**src/rtl/ts_i2c_pkg.sv**
```systemverilog
// ============================================================================
// Module   : ts_i2c_pkg
// Brief    : Shared types and constants for the temperature-sensor I2C target.
// Revision : 1.0 - initial release
// ============================================================================
`default_nettype none

package ts_i2c_pkg;

  typedef enum logic [2:0] {
    ST_IDLE   = 3'd0,
    ST_ADDR   = 3'd1,
    ST_PTR    = 3'd2,
    ST_WDATA  = 3'd3,
    ST_RDATA  = 3'd4,
    ST_IGNORE = 3'd5
  } state_t;

  localparam logic [7:0] PTR_TEMP_MSB = 8'h00;
  localparam logic [7:0] PTR_TEMP_LSB = 8'h01;
  localparam logic [7:0] PTR_CFG      = 8'h03;
  localparam logic [7:0] PTR_ID       = 8'h0B;

  localparam logic [6:0] DEFAULT_DEV_ADDR = 7'h48;

  function automatic logic [7:0] next_ptr(input logic [7:0] p);
    return p + 8'd1;
  endfunction

endpackage

`default_nettype wire

```
**src/rtl/i2c_bus_cond_det.sv**
```systemverilog
// ============================================================================
// Module   : i2c_bus_cond_det
// Brief    : SCL/SDA synchronizers with START, STOP and SCL edge pulses.
// Revision : 1.0 - initial release
// ============================================================================
`default_nettype none

module i2c_bus_cond_det #(
  parameter int SYNC_STAGES = 2
) (
  input  logic clk,
  input  logic rst_n,
  input  logic scl_in,
  input  logic sda_in,
  output logic sda_s,
  output logic scl_rise,
  output logic scl_fall,
  output logic start_det,
  output logic stop_det
);

  logic [SYNC_STAGES-1:0] r_scl_sync;
  logic [SYNC_STAGES-1:0] r_sda_sync;
  logic                   r_scl_d;
  logic                   r_sda_d;
  logic                   w_scl;
  logic                   w_sda;

  // Preset to 1 so reset release on an idle bus never looks like an edge
  always_ff @(posedge clk or negedge rst_n) begin
    if (!rst_n) begin
      r_scl_sync <= '1;
      r_sda_sync <= '1;
      r_scl_d    <= 1'b1;
      r_sda_d    <= 1'b1;
    end else begin
      r_scl_sync <= {r_scl_sync[SYNC_STAGES-2:0], scl_in};
      r_sda_sync <= {r_sda_sync[SYNC_STAGES-2:0], sda_in};
      r_scl_d    <= w_scl;
      r_sda_d    <= w_sda;
    end
  end

  assign w_scl     = r_scl_sync[SYNC_STAGES-1];
  assign w_sda     = r_sda_sync[SYNC_STAGES-1];
  assign sda_s     = w_sda;
  assign scl_rise  = ~r_scl_d & w_scl;
  assign scl_fall  = r_scl_d & ~w_scl;
  assign start_det = r_scl_d & w_scl & r_sda_d & ~w_sda;
  assign stop_det  = r_scl_d & w_scl & ~r_sda_d & w_sda;

endmodule

`default_nettype wire

```
**src/rtl/ts_i2c_target.sv**
```systemverilog
// ============================================================================
// Module   : ts_i2c_target
// Brief    : I2C target emulating the temperature sensor (pointer/temp/cfg/ID).
//            Define TS_CFG_WRITE_EN to make cfg_reg writable at pointer 0x03.
// Revision : 1.0 - initial release
// ============================================================================
`default_nettype none

module ts_i2c_target
  import ts_i2c_pkg::*;
#(
  parameter logic [6:0] DEV_ADDR    = DEFAULT_DEV_ADDR,
  parameter int         SYNC_STAGES = 2,
  parameter logic [7:0] ID_VALUE    = 8'hCB
) (
  input  logic        clk,
  input  logic        rst_n,
  input  logic        scl_in,
  input  logic        sda_in,
  output logic        sda_oe,
  input  logic [15:0] temp_value,
  output logic [7:0]  ptr_reg,
  output logic [7:0]  cfg_reg,
  output logic        busy,
  output logic        addr_hit
);

  logic       w_sda_s;
  logic       w_scl_rise;
  logic       w_scl_fall;
  logic       w_start;
  logic       w_stop;
  logic [7:0] w_rd_byte;

  state_t      r_state;
  logic [3:0]  r_bit_cnt;
  logic [7:0]  r_shift;
  logic [7:0]  r_tx;
  logic [15:0] r_snap;
  logic        r_rw;
`ifdef TS_CFG_WRITE_EN
  logic [7:0]  r_cfg;
  assign cfg_reg = r_cfg;
`else
  assign cfg_reg = 8'h00;
`endif

  i2c_bus_cond_det #(
    .SYNC_STAGES (SYNC_STAGES)
  ) u_cond_det (
    .clk       (clk),
    .rst_n     (rst_n),
    .scl_in    (scl_in),
    .sda_in    (sda_in),
    .sda_s     (w_sda_s),
    .scl_rise  (w_scl_rise),
    .scl_fall  (w_scl_fall),
    .start_det (w_start),
    .stop_det  (w_stop)
  );

  always_comb begin
    w_rd_byte = 8'h00;
    case (ptr_reg)
      PTR_TEMP_MSB: w_rd_byte = r_snap[15:8];
      PTR_TEMP_LSB: w_rd_byte = r_snap[7:0];
      PTR_CFG:      w_rd_byte = cfg_reg;
      PTR_ID:       w_rd_byte = ID_VALUE;
      default:      w_rd_byte = 8'h00;
    endcase
  end

  assign busy = (r_state != ST_IDLE);

  // r_bit_cnt: 0..7 data bits, 8 = byte complete / ACK slot, 9 = inside ACK clock
  always_ff @(posedge clk or negedge rst_n) begin
    if (!rst_n) begin
      r_state   <= ST_IDLE;
      r_bit_cnt <= 4'd0;
      r_shift   <= 8'h00;
      r_tx      <= 8'h00;
      r_snap    <= 16'h0000;
      r_rw      <= 1'b0;
      ptr_reg   <= 8'h00;
      sda_oe    <= 1'b0;
      addr_hit  <= 1'b0;
`ifdef TS_CFG_WRITE_EN
      r_cfg     <= 8'h00;
`endif
    end else begin
      addr_hit <= 1'b0;
      if (w_stop) begin
        r_state   <= ST_IDLE;
        r_bit_cnt <= 4'd0;
        sda_oe    <= 1'b0;
      end else if (w_start) begin
        r_state   <= ST_ADDR;
        r_bit_cnt <= 4'd0;
        sda_oe    <= 1'b0;
      end else begin
        case (r_state)
          ST_ADDR, ST_PTR, ST_WDATA: begin
            if (w_scl_rise && r_bit_cnt < 4'd8) begin
              r_shift   <= {r_shift[6:0], w_sda_s};
              r_bit_cnt <= r_bit_cnt + 4'd1;
            end else if (w_scl_fall && r_bit_cnt == 4'd8) begin
              r_bit_cnt <= 4'd9;
              sda_oe    <= 1'b1;
              if (r_state == ST_ADDR) begin
                if (r_shift[7:1] == DEV_ADDR) begin
                  addr_hit <= 1'b1;
                  r_rw     <= r_shift[0];
                  if (r_shift[0]) r_snap <= temp_value;
                end else begin
                  sda_oe  <= 1'b0;
                  r_state <= ST_IGNORE;
                end
              end else if (r_state == ST_PTR) begin
                ptr_reg <= r_shift;
              end
`ifdef TS_CFG_WRITE_EN
              else if (ptr_reg == PTR_CFG) begin
                r_cfg <= r_shift;
              end
`endif
            end else if (w_scl_fall && r_bit_cnt == 4'd9) begin
              r_bit_cnt <= 4'd0;
              if (r_state == ST_ADDR && r_rw) begin
                // First read bit goes out on the same falling edge that ends the ACK
                r_state <= ST_RDATA;
                sda_oe  <= ~w_rd_byte[7];
                r_tx    <= {w_rd_byte[6:0], 1'b0};
              end else begin
                sda_oe <= 1'b0;
                if (r_state == ST_ADDR)     r_state <= ST_PTR;
                else if (r_state == ST_PTR) r_state <= ST_WDATA;
              end
            end
          end
          ST_RDATA: begin
            if (w_scl_fall) begin
              if (r_bit_cnt < 4'd7) begin
                sda_oe    <= ~r_tx[7];
                r_tx      <= {r_tx[6:0], 1'b0};
                r_bit_cnt <= r_bit_cnt + 4'd1;
              end else if (r_bit_cnt == 4'd7) begin
                sda_oe    <= 1'b0;
                r_bit_cnt <= 4'd8;
              end else if (r_bit_cnt == 4'd9) begin
                sda_oe    <= ~w_rd_byte[7];
                r_tx      <= {w_rd_byte[6:0], 1'b0};
                r_bit_cnt <= 4'd0;
              end
            end else if (w_scl_rise && r_bit_cnt == 4'd8) begin
              if (!w_sda_s) begin
                ptr_reg   <= next_ptr(ptr_reg);
                r_bit_cnt <= 4'd9;
              end else begin
                r_state <= ST_IGNORE;
              end
            end
          end
          default: ;
        endcase
      end
    end
  end

endmodule

`default_nettype wire
```
**config.mk**
```make
export PLATFORM = sky130hd
export DESIGN_NAME = ts_i2c_target
export DESIGN_NICKNAME = d
export VERILOG_FILES = /design/src/rtl/ts_i2c_pkg.sv /design/src/rtl/i2c_bus_cond_det.sv /design/src/rtl/ts_i2c_target.sv
export SDC_FILE = /design/constraint.sdc
export NUM_CORES = 1
export LEC_CHECK = 0
export BUFFER_PORTS_ARGS = -buffer_cell sky130_fd_sc_hd__buf_2
export CORE_UTILIZATION = 53
export DETAILED_ROUTE_END_ITERATION = 8
export GPL_ROUTABILITY_DRIVEN = 0
export GPL_TIMING_DRIVEN = 0
export PLACE_DENSITY = 0.75
export SYNTH_ARGS = -nofsm -noshare
export SYNTH_HDL_FRONTEND = slang
export SYNTH_SLANG_ARGS = --single-unit
```
**constraint.sdc**
```tcl
create_clock -name clk -period 2.3 [get_ports clk]
set_input_delay 0.46 -clock clk [delete_from_list [all_inputs] [get_ports clk]]
set_output_delay 0.46 -clock clk [all_outputs]
set_load 0.005 [all_outputs]
```
; ---- Word level (Yosys, flattened, before mapping)
; Cells that the tools add are included.
[totals]
ram_bits = 0
mem_count = 0
register_bits = 56
latch_bits = 0
wordCells = 151
input_bits = 20
rom_bits = 0
[classes]
add_sub_neg = 2
n_eq_ne = 37
n_reduce_logical = 18
div = 0
magnitude_cmp = 2
n_bitwise = 16
n_shift = 0
mux = 63
multipliers = 0
[op_table]
columns = operator, count
row1 = $mux 8, 15
row2 = $mux 4, 11
row3 = $mux 3, 13
row4 = $pmux 8 s2, 2
row5 = $ne 5x3->1 const B, 5
row6 = $pmux 8 s3, 1
row7 = $ne 2x2->1 const B, 11
row8 = $reduce_and 10->1, 2
row9 = $mux 1, 18
row10 = $ne 6x4->1 const B, 3
row11 = $ne 4x2->1 const B, 4
row12 = $reduce_and 5->1, 2
row13 = $not 1->1, 9
row14 = $reduce_and 9->1, 1
row15 = $add 8x1->8 const B, 1
row16 = $eq 4x4->1 const B, 2
row17 = $eq 8x1->1 const B, 1
row18 = $eq 8x4->1 const B, 1
row19 = $logic_not 8->1, 1
row20 = $pmux 4 s2, 1
row21 = $reduce_and 8->1, 1
row22 = $and 1x1->1, 7
row23 = $eq 7x7->1 const B, 1
row24 = $ne 7x5->1 const B, 1
row25 = other kinds (18), 24

; ---- Logic depth before layout (Yosys ltp)
; Gate-level depths: netlist of the first run.
[depth]
word_depth = 10
mapped_depth = 9
ltp_nobuf = 7

; ---- By module
; A second synthesis of the first run with hierarchy kept.
[hier_totals]
hier_cells = 301
area_unflattened_um2 = 3209.3
[by_module_without_submodules]
columns = module, seq_area_each_um2, area_per_inst_um2, instances, cells_each
row1 = ts_i2c_target, 1226.2, 3019.1, 1, 291
row2 = i2c_bus_cond_det, 157.7, 190.2, 1, 10

; ---- Least setup slack after synthesis of the first run
; Ideal clock, no wire load.
[synth_path]
kind = register -> register
startpoint = register r_bit_cnt[0]
endpoint = register r_snap[10]
slack_ns = 0.135
arrival_time_ns = 2.040
t_required_ns = 2.175
path_buffers = 2
setup_time_ns = 0.125
stages_incl_launch_ff = 9
period_less_slack_ns = 2.165
cell_sequence = dfrtp_1 > inv_1 > ha_1 > and3b_1 > clkbuf_1 > nand3_1 > nor4_4 > buf_6 > mux2_4
[synth_via]
elab_chain_cells = 4
elab_cells_between_ends = 6
cone_classes = 1 x order compare / 1 x eq/ne / 1 x bitwise / 3 x reduce/logical
[synth_lines]
columns = item, line_no
row1 = "start, declared", ts_i2c_target.sv:36  ; logic [3:0] r_bit_cnt;
row2 = "start signal, assigned", ts_i2c_target.sv:105  ; r_bit_cnt <= r_bit_cnt + 4'd1;
row3 = "start signal, assigned", ts_i2c_target.sv:145  ; r_bit_cnt <= r_bit_cnt + 4'd1;
row4 = $lt 4x4->1, ts_i2c_target.sv:103  ; if (w_scl_rise && r_bit_cnt < 4'd8) begin
row5 = $logic_and 1x1->1, ts_i2c_target.sv:103
row6 = $not 1->1 (no source line), --
row7 = $reduce_and 8->1 (no source line) *, --
row8 = "end signal, assigned", ts_i2c_target.sv:113  ; if (r_shift[0]) r_snap <= temp_value;
row9 = "end, declared", ts_i2c_target.sv:39  ; logic [15:0] r_snap;
; Every way passes the cells marked *; elsewhere a longest branch is shown, timed or not.
; A chain may end at the register's enable or synchronous reset.

; ---- Final worst setup path of the first run
[layout_path]
startpoint = register ptr_reg[2]
endpoint = register sda_oe
[layout_via]
elab_chain_cells = 10
elab_cells_between_ends = 16
cone_classes = 2 x eq/ne / 12 x mux / 1 x bitwise / 1 x reduce/logical
[layout_lines]
columns = item, line_no
row1 = "start, declared", ts_i2c_target.sv:22  ; output logic [7:0] ptr_reg,
row2 = "start signal, assigned", ts_i2c_target.sv:119  ; ptr_reg <= r_shift;
row3 = "start signal, assigned", ts_i2c_target.sv:156  ; ptr_reg <= next_ptr(ptr_reg);
row4 = "$eq 8x4->1, or another cell as far along", ts_i2c_target.sv:64  ; case (ptr_reg)
row5 = $pmux 8 s3 *, ts_i2c_target.sv:64
row6 = $not 1->1 *, "ts_i2c_target.sv:131, ts_i2c_target.sv:150"
row7 = "$mux 1, on equally long branches", "ts_i2c_target.sv:149, ts_i2c_target.sv:128"
row8 = "$mux 1, on equally long branches", "ts_i2c_target.sv:146, ts_i2c_target.sv:126"
row9 = "$mux 1, on equally long branches", "ts_i2c_target.sv:142, ts_i2c_target.sv:106"
row10 = "$mux 1, on equally long branches", "ts_i2c_target.sv:141, ts_i2c_target.sv:103"
row11 = $pmux 1 s2 *, ts_i2c_target.sv:101  ; case (r_state)
row12 = $mux 1 *, ts_i2c_target.sv:96  ; end else if (w_start) begin
row13 = $mux 1 *, ts_i2c_target.sv:92  ; if (w_stop) begin
row14 = "end signal, assigned", ts_i2c_target.sv:131  ; sda_oe <= ~w_rd_byte[7];
row15 = "end signal, assigned", ts_i2c_target.sv:143  ; sda_oe <= ~r_tx[7];
row16 = "end signal, assigned", ts_i2c_target.sv:150  ; sda_oe <= ~w_rd_byte[7];
row17 = "end, declared", ts_i2c_target.sv:20  ; output logic sda_oe,
; Every way passes the cells marked *; elsewhere a longest branch is shown, timed or not. The select of a mux whose other input is x is not followed.

==> results of run 1 <==
[path summary, 6_finish.rpt]
path	to	slack, ns	startpoint	cells after the start
setup / recovery	sda_oe	0.1	ptr_reg[2]	4
hold / removal	r_state[2]	0.18	rst_n	1
setup reg to reg	sda_oe	0.1	ptr_reg[2]	4
hold reg to reg	u_cond_det.r_sda_sync[1]	0.36	u_cond_det.r_sda_sync[0]	0
max in group asynchronous	r_bit_cnt[0]	1.63	rst_n	1
min in group clk	u_cond_det.r_scl_sync[0]	0.24	scl_in	1
[area by class of cell]
| type | instances | area (sq um) |
|---|---|---|
| Clock buffer | 7 | 86.3 |
| Inverter | 13 | 48.8 |
| Fill cell | 491 | 2200 |
| Tap cell | 75 | 93.8 |
| Multi-Input combinational cell | 225 | 1670 |
| Sequential cell | 55 | 1390 |
| Timing Repair Buffer | 39 | 220 |
| Clock inverter | 1 | 8.76 |
| Buffer | 24 | 208 |
[cell families after synthesis]
| family | after synthesis |
|---|---|
| compound gates | 90 |
| xor+xnor | 1 |
| mux | 32 |
| simple gates | 88 |
| other cells | 1 |
| flops | 55 |
| fa+ha+maj | 6 |
| buf+inv | 38 |
[power by group through the flow]
stage | Clock [mW] | Sequential, mW | Combinational [mW]
detailed placement | 0 | 1.21 | 0.677
finish | 0.566 | 1.19 | 0.755
global route | 0.622 | 1.21 | 0.829
floorplan | 0 | 1.17 | 0.532
global placement | 0 | 1.20 | 0.663
CTS | 0.582 | 1.19 | 0.680
[critical path, cell delays in order, from the launching register on]
cell and delay (ns):
dfrtp_1 0.47, or4_4 0.58, a211o_2 0.35, a2111oi_0 0.57
o41ai_2 0.12
[cell usage in the layout, fill, tap and decap left out, types with 3 or more instances in the layout]
cell type,count
a22oi_1,7
o21ai_0,22
inv_1,13
buf_2,32
mux2_2,17
o31ai_1,4
nor2b_1,4
buf_4,19
mux2i_1,4
nand2b_1,6
nor3_1,5
and3_1,4
clkbuf_8,7
nand2_1,20
ha_1,5
dfrtp_1,48
or3_1,5
nand4_1,3
nor2_1,13
conb_1,8
nand3_1,5
a31oi_1,4
a221oi_1,4
clkbuf_2,4
a21o_1,3
mux2_4,9
o22ai_1,5
a21oi_1,17
clkbuf_1,5
dfstp_2,6
[metal layers]
layer,track usage (%),share of wire (%),vias to the layer above
met5,0,0,-
met4,8.39,1.4,0
met3,3.52,5.3,11
met2,37.8,49,94
met1,33.4,45,1309
li1,-,-,1230
[cells in the mapped netlist (3+ instances only)]
master	count	area, sq um
o31ai_1	4	30.0
nand4_1	3	18.8
a22oi_1	7	52.6
nor2_1	13	48.8
o22ai_1	5	31.3
a21o_1	3	22.5
a221oi_1	4	35.0
nand2b_1	6	37.5
dfstp_2	6	158
mux2_2	17	191
o21ai_0	22	110
nand3_1	5	25.0
nor2b_1	4	25.0
nor3_1	5	25.0
nand2_1	20	75.1
mux2i_1	4	40.0
a31oi_1	4	25.0
buf_4	9	67.6
inv_1	13	48.8
mux2_4	9	135
ha_1	6	75.1
or3_1	5	31.3
and3_1	4	25.0
a21oi_1	17	85.1
buf_2	3	15.0
dfrtp_1	49	1230
clkbuf_1	7	26.3
[timing repair]
item,CTS,global route
buffers inserted,2,7
hold buffers,0,0
cloned,0,0
resized for setup,1,9
setup endpoints to repair,21,30
pin swaps,1,4
==> run summary, run 1 <==
Area grow syn2layout -> 14.1%
Die area -> 6470 sq um
Startpoint types -> register
Post-placement cell count -> 423
Final core occ -> 62.9%
Main synth FF type -> dfrtp_1
CP arrival -> 2.39 ns
First-pass GRT wire length -> 11,700 um
Iter 0 DRT Violations -> 336
Min-delay worst type -> primary input to async pin
Routed Antenna Nets -> 0
Initial core utilization -> 55.1%
Total Power -> 2.51 mW
Die Y -> 80.5 um
Final worst-path setup slack -> 0.0998 ns
Post-route setup TNS -> 0 ns
Tmin final -> 2.20 ns
Post-Route WL -> 7220 um
Clk_lat worst skew -> 0.31 ns
Avg Cell Area, Syn -> 10.5 sq um
Routed vias -> 2,644
Status -> completed
DRC Markers -> 0
Switching fraction of total power -> 32.7%
Post-Layout Cell Count -> 439
Post-synth EDFFs -> 0
Core Rows -> 28
Endpoint class of the critical path -> register
Least-Margin Pin Slew -> 0.696 ns
Final Hold Fails -> 0
NetSw -> 820 uW
Synth Instances -> 311
Synth warn -> 0
Placed Area -> 3530 sq um
Clk sinks -> 55
Final setup viols -> 0
Maximum clock rate -> 454 MHz
P_int -> 1.69 mW
Die X -> 80.5 um
Main combinational cell family by area after synthesis -> compound AO/OA/AOI/OAI gates
Flops & latches, synth -> 55
H-tree depth -> 2
Final nets -> 389
Clock network power share -> 22.6%
Peak supply drop -> 0.508 mV
Num CTS Buffers -> 5
Logic gate share of total power -> 30.1%
Power Dens Cells -> 674 nW/um^2
Gr usage total -> 23.9%
Vias per cell -> 6.02
Post-synthesis mux area share -> 11.9%
Post-synthesis simple-gate area fraction -> 16.5%
DP Wirelength -> 4980 um
Root Driver -> clkbuf_8
Number of distinct library cells after synthesis -> 68
Critical path class -> register to register
Clock buffer depth -> 2
Final Max Tran Viols -> 0
Post-Synth XOR/XNOR Area -> 0.268%
Placeable Area -> 5920 sq um
Req. time, crit path -> 2.49 ns
Initial antenna violation count -> 0
Synth Area in Compound Gates -> 18.6%
Sequential element share of the synthesized area -> 42.4%
Port-buffer cells -> 30
Slew headroom -> 53.6%
P_leak -> 1.71 nW
Clock-pin slew on the worst setup and hold paths -> 0.10 ns
WL/cell -> 16.5 um
I/O pin count -> 39
GRT overflow -> 0
Asr flop ratio synth -> 100%
CP max FO -> 7
Design Area, Final -> 3720 sq um
Drt first pass iters -> 5
Dpl ws -> -0.283 ns
Fin crit share -> 95.7%
Post-Synth Adder-Cell Area -> 2.30%
Largest net degree at the start of global routing -> 56
ANT cells -> 0
Vias in the first global route -> 2,417
RSZ-0062 raised after global routing -> yes
CTS tree -> built
Max reg flops -> 16
Max cap viols -> 0
Sequential share of power -> 47.4%
Fin Clk Skew -> 0.0103 ns
Share of layout cells above drive strength 1 -> 32.7%
Mapped Area -> 3260 sq um
Worst Hold Slack -> 0.183 ns
(Power assumes the default switching activity.)
==> run 2, diff against run 1 <==
--- a/config.mk
+++ b/config.mk
@@ -6,11 +6,12 @@
 export NUM_CORES = 1
 export LEC_CHECK = 0
 export BUFFER_PORTS_ARGS = -buffer_cell sky130_fd_sc_hd__buf_2
-export CORE_UTILIZATION = 53
+export CORE_UTILIZATION = 55
+export CTS_BUF_LIST = sky130_fd_sc_hd__clkbuf_2 sky130_fd_sc_hd__clkbuf_4 sky130_fd_sc_hd__clkbuf_8
 export DETAILED_ROUTE_END_ITERATION = 8
 export GPL_ROUTABILITY_DRIVEN = 0
 export GPL_TIMING_DRIVEN = 0
-export PLACE_DENSITY = 0.75
+export PLACE_DENSITY = 0.77
 export SYNTH_ARGS = -nofsm -noshare
 export SYNTH_HDL_FRONTEND = slang
 export SYNTH_SLANG_ARGS = --single-unit
==> run 2 against run 1 <==
Net effect:
- critical path depth up 3
- first-iteration DRC count is 49% lower
- cell count fell by 0.46%
- die area shrank 3.5%
- clock skew shrank 0.0016 ns
- maximum frequency fell by 2.0%
- utilization increased by 3.4 points
- clock power fell by 3%
- setup slack got worse by 0.044 ns
- flip-flop and latch count unchanged
- worst hold slack improved by 0.047 ns
- via count decreased by 0.11%
- critical endpoint unchanged
- largest power group unchanged
==> run summary, run 2 (same netlist as run 1, synthesis figures left out) <==
Status -> completed
DRC Markers -> 0
Req. time, crit path -> 2.52 ns
Fin Clk Skew -> 0.00868 ns
Min-delay worst type -> primary input to register
Setup slack, reg-to-reg -> 0.06 ns
First-pass GRT wire length -> 11,800 um
Initial antenna violation count -> 0
Fin crit share -> 97.6%
Final Max Tran Viols -> 0
Hold path startpoint -> scl_in
Endpoint class of the critical path -> register
Most common cell after layout, fill and taps aside -> dfrtp_1
Die Y -> 79.0 um
Clk sinks -> 55
Gr usage total -> 24.4%
Post-Layout Cell Count -> 437
Critical path startpoint -> r_state[1]
CP arrival -> 2.46 ns
Die area -> 6240 sq um
Port-buffer cells -> 30
Slew headroom -> 20.1%
Final setup viols -> 0
ANT cells -> 0
Maximum clock rate -> 446 MHz
GRT overflow -> 0
Root Driver -> clkbuf_8
Final nets -> 390
Crit-path cells -> clkbuf_2 > or3b_2 > buf_4 > o21ai_2 > a2bb2oi_1 > o211ai_1 > o41ai_2
Largest net degree at the start of global routing -> 56
DP Wirelength -> 4950 um
Final Hold Fails -> 0
Post-Route WL -> 7230 um
Peak supply drop -> 0.439 mV
Slowest stage delay, CP -> 0.55 ns
Placed Area -> 3530 sq um
Post-placement cell count -> 420
Total Power -> 2.50 mW
H-tree depth -> 2
Commonest cells after routing, fill and taps aside -> dfrtp_1, buf_2, o21ai_0, nand2_1, buf_4
Share of layout cells above drive strength 1 -> 33.2%
Slowest CP cell -> or3b_2
Vias per cell -> 6.04
Design Area, Final -> 3720 sq um
Max cap viols -> 0
Initial core utilization -> 58.2%
Reg2Reg Launch Point -> r_state[1]
Routed Antenna Nets -> 0
Die X -> 79.0 um
Routed vias -> 2,641
Clk_lat worst skew -> 0.31 ns
CTS tree -> built
Clock buffer depth -> 2
Max reg flops -> 16
Critical path class -> register to register
Core Rows -> 27
Vias in the first global route -> 2,485
Iter 0 DRT Violations -> 170
Drt first pass iters -> 5
Least-Margin Pin Slew -> 1.20 ns
CP max FO -> 10
WL/cell -> 16.5 um
P_leak -> 1.71 nW
Tmin final -> 2.24 ns
Startpoint types -> register
Final core occ -> 66.3%
Area grow syn2layout -> 13.9%
Num CTS Buffers -> 5
Placeable Area -> 5610 sq um
I/O pin count -> 39
Clock-pin slew on the worst setup and hold paths -> 0.10 ns
Cts hold-fix bufs -> 0
Power Dens Cells -> 673 nW/um^2
[run 2: report_power, final]
part / internal (mW) / switching (mW)
Clock: 0.226 / 0.323
Sequential: 1.08 / 0.109
Combinational: 0.358 / 0.407
Total: 1.66 / 0.840
[run 2: worst max-delay path: cells and delay by family, from the launching register on]
| kind | cells | cell delay, ns |
|---|---|---|
| AO/OA/AOI/OAI | 4 | 0.83 |
| buffers and inverters | 2 | 0.40 |
| flip-flops | 1 | 0.37 |
| AND/OR/NAND/NOR | 1 | 0.55 |
[run 2: final timing paths]
kind / to / cells after the start
max: sda_oe / 7
min: u_cond_det.r_scl_sync[0] / 1
min in group asynchronous: r_snap[14] / 1
max in group asynchronous: r_bit_cnt[0] / 1
min reg2reg: u_cond_det.r_sda_sync[1] / 0
max reg2reg: sda_oe / 7
[run 2: final cells by class]
type / count / area, sq um
clock buffer: 6 / 76.3
clock inverter: 2 / 12.5
inverter: 13 / 48.8
tap: 72 / 90.1
buffer: 23 / 203
fill: 473 / 1890
multi-input combinational: 225 / 1670
sequential: 55 / 1390
timing repair buffer: 41 / 233
[run 2: metrics by stage]
step / TNS, ns / worst slack [ns] / hold WS [ns]
6_report: 0 / 0.0553 / 0.230
5_1_grt: -0.00238 / -0.00238 / 0.226
4_1_cts: 0 / 0.0319 / 0.229
3_5_place_dp: -3.55 / -0.292 / 0.347
3_3_place_gp: -3.76 / -0.313 / 0.345
2_1_floorplan: 0 / 0.135 / 0.164
[run 2: repair_timing]
action                     4_1_cts  5_1_grt
resized for setup                1        8
buffers inserted                 3        8
pin swaps                        1        3
setup endpoints to repair       20       30
[run 2: routing by layer]
metal / up-vias / GRT usage [%] / wire length, um
met4: 0 / 8.91 / 159
met5: - / 0 / 0
met1: 1302 / 32.0 / 3180
li1: 1238 / - / -
met2: 89 / 40.3 / 3520
met3: 12 / 4.02 / 370
==> run 3, diff against run 2 <==
--- a/config.mk
+++ b/config.mk
@@ -6,6 +6,7 @@
 export NUM_CORES = 1
 export LEC_CHECK = 0
 export BUFFER_PORTS_ARGS = -buffer_cell sky130_fd_sc_hd__buf_2
+export CORE_MARGIN = 1.5
 export CORE_UTILIZATION = 55
 export CTS_BUF_LIST = sky130_fd_sc_hd__clkbuf_2 sky130_fd_sc_hd__clkbuf_4 sky130_fd_sc_hd__clkbuf_8
 export DETAILED_ROUTE_END_ITERATION = 8
==> run 3 against run 2 <==
Net effect:
- via count fell by 1.9%
- combinational power fell by 4.4%
- maximum frequency rose by 3.2%
- setup slack improved by 0.071 ns
- critical path depth fell by 1
- utilization fell by 0.38 points
==> run summary, run 3 (same netlist as run 1, synthesis figures left out) <==
Max cap viols -> 0
Clock buffer depth -> 2
Endpoint class of the critical path -> register
Most common cell after layout, fill and taps aside -> dfrtp_1
P_leak -> 1.70 nW
Sequential cell area -> 1380 sq um
CP max FO -> 9
Cts hold-fix bufs -> 0
Placeable Area -> 5610 sq um
Final setup viols -> 0
Post-Route WL -> 7010 um
Initial antenna violation count -> 0
Share of layout cells above drive strength 1 -> 31.8%
Critical path class -> register to register
H-tree depth -> 2
Root Driver -> clkbuf_8
Power Dens Cells -> 677 nW/um^2
Num CTS Buffers -> 5
CTS tree -> built
Die Y -> 80.0 um
Max reg flops -> 16
Core Rows -> 27
Multi-input logic area -> 1660 sq um
Clock-pin slew on the worst setup and hold paths -> 0.10 ns
ANT cells -> 0
WL/cell -> 16.2 um
Drt first pass iters -> 5
Maximum clock rate -> 460 MHz
Final Hold Fails -> 0
First-pass GRT wire length -> 11,400 um
Least-Margin Pin Slew -> 0.696 ns
Final nets -> 387
I/O pin count -> 39
Routed Antenna Nets -> 0
Gr usage total -> 23.0%
Fillers -> 469
Vias per cell -> 5.97
Status -> completed
Clk_lat worst skew -> 0.31 ns
Vias in the first global route -> 2,456
Final Max Tran Viols -> 0
Clk sinks -> 55
Area grow syn2layout -> 13.3%
Peak supply drop -> 0.532 mV
GRT overflow -> 0
Startpoint types -> register
Worst Hold Slack -> 0.186 ns
Req. time, crit path -> 2.54 ns
Final worst-path setup slack -> 0.126 ns
Commonest cells after routing, fill and taps aside -> dfrtp_1, buf_2, o21ai_0, nand2_1, buf_4
Final core occ -> 65.9%
Iter 0 DRT Violations -> 250
Routed vias -> 2,592
CP arrival -> 2.42 ns
Die X -> 80.0 um
Port-buffer cells -> 30
Tmin final -> 2.17 ns
DP Wirelength -> 4900 um
Post-route setup TNS -> 0 ns
Critical path startpoint -> ptr_reg[4]
Fin crit share -> 94.5%
Slew headroom -> 53.6%
Largest net degree at the start of global routing -> 56
DRC Markers -> 0
Initial core utilization -> 58.2%
Fin Clk Skew -> 0.0159 ns
Dpl ws -> -0.262 ns
Die area -> 6400 sq um
Min-delay worst type -> primary input to async pin
Reg2Reg Launch Point -> ptr_reg[4]
[run 3: worst paths after layout]
path,endpoint,slack (ns),cells past startpoint
worst max-delay path,r_tx[5],0.13,6
worst min register to register,u_cond_det.r_sda_sync[1],0.36,0
worst max register to register,r_tx[5],0.13,6
worst min-delay path,r_snap[6],0.19,1
max in group asynchronous,r_state[2],1.65,1
min in group clk,u_cond_det.r_scl_sync[0],0.24,1
[run 3: cell type report]
type	count	area share (%)
clock buffers	7	2.44
inverters	13	1.32
clock inverters	1	0.237
well taps	72	2.44
multi-input cells	225	44.9
plain buffers	23	5.48
flip-flops and latches	55	37.4
repair buffers	38	5.75
[run 3: through the flow]
step	cell area (sq um)	cells	power (mW)
3_5_place_dp	3530	420	1.88
3_3_place_gp	3530	420	1.87
6_report	3700	434	2.50
2_1_floorplan	3290	318	1.70
5_1_grt	3700	434	2.64
4_1_cts	3640	429	2.46
[run 3: power by group]
| group | internal, mW | switching (mW) | total, mW |
|---|---|---|---|
| Clock | 0.262 | 0.317 | 0.578 |
| Combinational | 0.352 | 0.380 | 0.732 |
| Sequential | 1.08 | 0.116 | 1.19 |
[run 3: critical path, cell delays in order, from the launching register on]
cell and delay (ns):
dfrtp_1 0.49, or4_4 0.56, or3_1 0.31, clkbuf_2 0.16, or3_1 0.35, o21ai_0 0.08
mux2_1 0.15
[run 3: routing by layer]
layer / vias to the layer above / part of all wire, % / track usage, %
li1: 1227 / - / -
met1: 1252 / 44 / 31.6
met2: 95 / 48 / 36.7
met3: 18 / 5.4 / 3.66
met4: 0 / 2.1 / 8.28
met5: - / 0 / 0
[run 3: repair_timing]
action,in CTS,in global routing
hold endpoints to repair,0,0
setup endpoints to repair,20,29
pin swaps,1,3
setup buffers,2,6
resized for setup,1,6
